`src/rtl/rbm_load.sv`:
```
// Read-side DMA front end of the RBM accelerator: issues one read request per user row
// and writes the low byte of each returned beat into the visible-unit buffer.
module rbm_load #(
  parameter int ADDR_W = 7,
  parameter int DATA_W = 8
) (
  input  logic              clk,
  input  logic              rst,
  input  logic              step,
  input  logic              conf_done,
  input  logic [31:0]       conf_num_movies,
  input  logic [31:0]       conf_num_users,
  input  logic              start,
  input  logic [15:0]       user_idx,
  input  logic              rd_grant,
  input  logic              data_valid,
  input  logic [31:0]       data_in,
  output logic              init_done,
  output logic [15:0]       num_movies,
  output logic [15:0]       num_users,
  output logic              rd_request,
  output logic              rd_granted,
  output logic [31:0]       rd_index,
  output logic [31:0]       rd_length,
  output logic              rd_complete,
  output logic              busy,
  output logic              buf_we,
  output logic [ADDR_W-1:0] buf_addr,
  output logic [DATA_W-1:0] buf_data
);
  localparam int DEPTH = 2 ** ADDR_W;

  typedef enum logic [1:0] {IDLE, REQ, XFER} state_t;
  state_t state, state_nxt;

  // Beat counter carries one extra bit so a full DEPTH-long row can be compared.
  logic [ADDR_W:0] cnt;
  logic [ADDR_W:0] cnt_inc;
  logic            last_beat;
  logic            zero_len;
  logic [31:0]     len_clamp;
  logic            unused_bits;

  assign cnt_inc   = cnt + 1'b1;
  assign last_beat = (cnt_inc == rd_length[ADDR_W:0]);
  assign zero_len  = (rd_length == 32'd0);
  assign len_clamp = ({16'd0, num_movies} > 32'(DEPTH)) ? 32'(DEPTH) : {16'd0, num_movies};
  assign busy      = (state != IDLE);
  assign unused_bits = ^{conf_num_movies[31:16], conf_num_users[31:16], data_in[31:DATA_W]};

  // Handshake: rd_request stays high from start until the first step cycle with rd_grant;
  // afterwards every step cycle with data_valid in XFER is one accepted beat (no back-pressure).
  always_ff @(posedge clk) begin
    if (rst) state <= IDLE;
    else     state <= state_nxt;
  end

  always_comb begin
    state_nxt = state;
    case (state)
      IDLE: if (step && !conf_done && start && init_done) state_nxt = REQ;
      REQ:  if (step && rd_grant) state_nxt = zero_len ? IDLE : XFER;
      XFER: if (step && data_valid && last_beat) state_nxt = IDLE;
      default: state_nxt = IDLE;
    endcase
  end

  always_ff @(posedge clk) begin
    if (rst) begin
      init_done   <= 1'b0;
      num_movies  <= '0;
      num_users   <= '0;
      rd_request  <= 1'b0;
      rd_granted  <= 1'b0;
      rd_index    <= '0;
      rd_length   <= '0;
      rd_complete <= 1'b0;
      buf_we      <= 1'b0;
      buf_addr    <= '0;
      buf_data    <= '0;
      cnt         <= '0;
    end else begin
      buf_we      <= 1'b0;
      rd_complete <= 1'b0;
      if (step) begin
        case (state)
          IDLE: begin
            // Configuration has priority: a coincident start is dropped.
            if (conf_done) begin
              num_movies <= conf_num_movies[15:0];
              num_users  <= conf_num_users[15:0];
              init_done  <= 1'b1;
            end else if (start && init_done) begin
              rd_index   <= {16'd0, user_idx} * {16'd0, num_movies};
              rd_length  <= len_clamp;
              rd_request <= 1'b1;
              cnt        <= '0;
            end
          end
          REQ: begin
            if (rd_grant) begin
              rd_request <= 1'b0;
              if (zero_len) rd_complete <= 1'b1;
              else          rd_granted  <= 1'b1;
            end
          end
          XFER: begin
            if (data_valid) begin
              buf_we   <= 1'b1;
              buf_addr <= cnt[ADDR_W-1:0];
              buf_data <= data_in[DATA_W-1:0];
              cnt      <= cnt_inc;
              if (last_beat) begin
                rd_granted  <= 1'b0;
                rd_complete <= 1'b1;
              end
            end
          end
          default: ;
        endcase
      end
    end
  end
endmodule
```
`config.mk`:
```
export PLATFORM = sky130hd
export DESIGN_NAME = rbm_load
export DESIGN_NICKNAME = d
export VERILOG_FILES = /design/src/rtl/rbm_load.sv
export SDC_FILE = /design/constraint.sdc
export NUM_CORES = 1
export LEC_CHECK = 0
export CAP_MARGIN = 20
export CORE_MARGIN = 1.5
export CORE_UTILIZATION = 59
export DETAILED_ROUTE_END_ITERATION = 8
export MAX_ROUTING_LAYER = met4
export PLACE_DENSITY = 0.88
export SLEW_MARGIN = 20
export SYNTH_ARGS = -nofsm -noshare
export SYNTH_HDL_FRONTEND = slang
export SYNTH_SLANG_ARGS = --single-unit
```
`constraint.sdc`:
```
create_clock -name clk -period 17.7 [get_ports clk]
set_input_delay 2.655 -clock clk [delete_from_list [all_inputs] [get_ports clk]]
set_output_delay 2.655 -clock clk [all_outputs]
set_load 0.1 [all_outputs]
```
==> results.py <==
metrics = {
    "synth": {
        "ys_warn_count": 0,
        "netlist_top_cells_count": "307 x nand2_1, 229 x inv_1, 194 x fa_1",
        "synth.avg_cell_area_um2": 8.37,
        "synthArstFlopShare": 0,
        "netlist_instances": 1562,
        "yosysSeqAreaShare": 0.168,
        "synth_area_leaders": "fa_1 30%, dfxtp_1 17%, ha_1 10%",
        "netlist_area_um2": 13100,
        "ys_ff_latch": 110,
        "yosysMostFrequentCell": "nand2_1",
        "yosysTopAreaCellShare": 0.297,
        "synth.distinct_cells": 65,
        "synth_area_leader_cell": "fa_1",
        "synth_edf_count": 0,
        "synthFlopType": "dfxtp_1",
    },
    "cells_and_area": {
        "antenna_cells": 0,
        "final_area_um2": 15100,
        "area_growth_pct": 15.5,
        "fin_nets": 2087,
        "fillers": 1715,
        "drive_gt1_frac": 0.0275,
        "seq_area_um2": 2200,
        "finalNonFillerCells": 1951,
        "multi_input_area_um2": 9620,
        "postLayoutCoreUtil": 0.694,
    },
    "power": {
        "peakVddDrop_mv": 0.0465,
        "p_leak_nw": 6.94,
        "power.total_mw": 1.01,
        "power_density_nw_per_um2": 66.6,
    },
    "setup_path": {
        "crit_slowest_cell": "clkdlybuf4s50_1",
        "path_common_cell": "fa_1",
        "cp.required_ps": 17930,
        "criticalPathCategory": "input port to flop",
        "cp.arrival_ps": 9240,
        "critPathBufInv": 5,
        "path_cells": "clkdlybuf4s50_1 -> and2_1 -> fa_1 -> inv_1 -> fa_1 -> fa_1 -> inv_1 -> fa_1 -> fa_1 -> inv_1 -> fa_1 -> inv_1 -> ha_1 -> and2_1 -> and3_1 -> a221oi_1 -> a31oi_1 -> a41oi_1 -> xor2_1 -> o21ai_1",
        "crit_family": "adder cells",
        "worstPathMaxFanout": 16,
        "cp-start-kind": "input port",
        "slowest_delay_ps": 830,
        "endpoint_kind": "flop",
    },
    "floorplanning": {
        "start_util": 0.601,
        "io_pins": 236,
        "die-area_um2": 23100,
        "fp-row-count": 54,
        "core_region_area_um2": 21800,
        "die_h_um": 152,
        "fp.dieW_um": 152,
    },
    "place": {
        "post-dp-hpwl_um": 25900,
        "port_buffers": 163,
        "placed_area_um2": 14800,
        "gp_congestion": 0.933,
        "placedCellCount": 1935,
    },
    "timing": {
        "final-setup-viol-count": 0,
        "hold_viol": 0,
        "period_needed_ps": 9010,
        "fin_crit_sh": 0.509,
        "fin_skew_ps": 13.4,
        "tns_ps": 0,
        "tightest_slew_ps": 1050,
        "slew_violations": 0,
        "fmax_ghz": 0.111,
        "rsz0062_at_grt": "false",
        "slew_headroom": 0.296,
    },
    "clock_tree": {
        "cts_root_buf": "clkbuf_16",
        "cts_max_path_buffers": 2,
        "clkSlewWorstSetupHoldPaths_ps": 80,
        "h-tree-depth": 3,
        "insertion_delay_ps": 360,
        "postCtsSetupBuffers": 0,
        "cts-hold-fix-buffers": 0,
        "cts_buffers": 9,
        "cts_resized": 0,
        "cts_tree": "yes",
        "clkSinkCount": 110,
    },
    "drt": {
        "drc": 0,
        "wire_per_inst_um": 17.2,
        "drtIter0Drc": 694,
        "via_per_inst": 5.67,
        "num_vias": 11100,
        "drt_wl_total_um": 33500,
        "routed.top_layer": "met4",
        "wl_met1_um": 13100,
        "ant_nets": 0,
        "route.met2.wl_um": 16700,
        "wl_met3_um": 2360,
        "drt-pass1-iter-count": 6,
    },
    "worst_hold_path": {
        "holdCritPathClass": "flop to flop",
    },
    "flow_run": {
        "drv_cap": 0,
    },
    "grt": {
        "grt_start_max_net_pins": 103,
        "grt-ovfl-total": 0,
        "grt_pass1_vias": 11700,
        "grt_usage": 0.313,
        "antenna_found_initial": 0,
        "grt_pass1_wl_um": 56900,
    },
    "status": {
        "status": "finished clean",
    },
}
[placed cells by master, fill, tap and decap left out, types with 9 or more instances in the layout]
master           instances
a211oi_1                 9
a21o_1                  16
a21oi_1                100
a22oi_1                 10
and2_1                 129
buf_4                   17
clkbuf_16                9
clkdlybuf4s50_1        162
conb_1                  16
dfxtp_1                110
fa_1                   194
ha_1                   108
inv_1                  229
nand2_1                307
nand3_1                 20
nor2_1                  48
o21ai_0                 19
o21ai_1                 15
xnor2_1                 20
xor2_1                  14
[final cells by class]
cell class                      count  share of cell area
Clock inverter                      7             0.00588
Clock buffer                        9              0.0149
Inverter                          229              0.0569
Sequential cell                   110               0.146
Multi-Input combinational cell   1136               0.637
Tap cell                          280              0.0232
Timing Repair Buffer              180               0.116
[power by group]
group          internal (mW)  switching (mW)
clock                  0.102           0.105
combinational          0.184           0.350
sequential             0.255         0.00945
[sequential cells by signal, indices dropped and copies added (netlist names), 2 cells and up]
register,count
rd_index,32
num_movies,16
num_users,16
rd_length,16
buf_data,8
cnt,8
buf_addr,7
state,2
[path summary, 6_finish.rpt]
kind | from | endpoint | slack, ps | cells past startpoint
setup / recovery | user_idx[9] | rd_index[29] | 8690 | 20
hold / removal | num_users[2] | num_users[2] | 450 | 2
setup reg to reg | num_movies[5] | rd_index[29] | 11170 | 19
hold reg to reg | num_users[2] | num_users[2] | 450 | 2
[worst register-to-register path, stage by stage, from the launching register on]
cell,delay (ps)
dfxtp_1,880
and2_1,270
fa_1,420
inv_1,80
fa_1,440
fa_1,540
inv_1,60
fa_1,500
fa_1,490
inv_1,50
fa_1,480
inv_1,40
ha_1,360
and2_1,230
and3_1,220
a221oi_1,420
a31oi_1,270
a41oi_1,350
xor2_1,220
o21ai_1,70
[stage by stage]
step / setup WS (ps) / hold slack [ps]
2_1_floorplan: 9720 / 470
3_3_place_gp: 8480 / 439
6_report: 8690 / 454
5_1_grt: 8470 / 469
3_5_place_dp: 8330 / 442
4_1_cts: 8710 / 457
[metal layers]
metal | track usage | vias up
met4 | 0.128 | 0
met5 | - | -
li1 | - | 5069
met2 | 0.529 | 445
met1 | 0.370 | 5437
met3 | 0.0562 | 105
[cell families after synthesis]
logic type / count (synthesis) / synth area share
AND/OR/NAND/NOR: 569 / 0.205
AO/OA/AOI/OAI: 215 / 0.103
XOR/XNOR: 34 / 0.0228
other: 1 / 0.000287
buffers and inverters: 331 / 0.100
flip-flops: 110 / 0.168
adder cells (fa/ha/maj): 302 / 0.400
No activity file was read; power rests on OpenSTA's default activity.
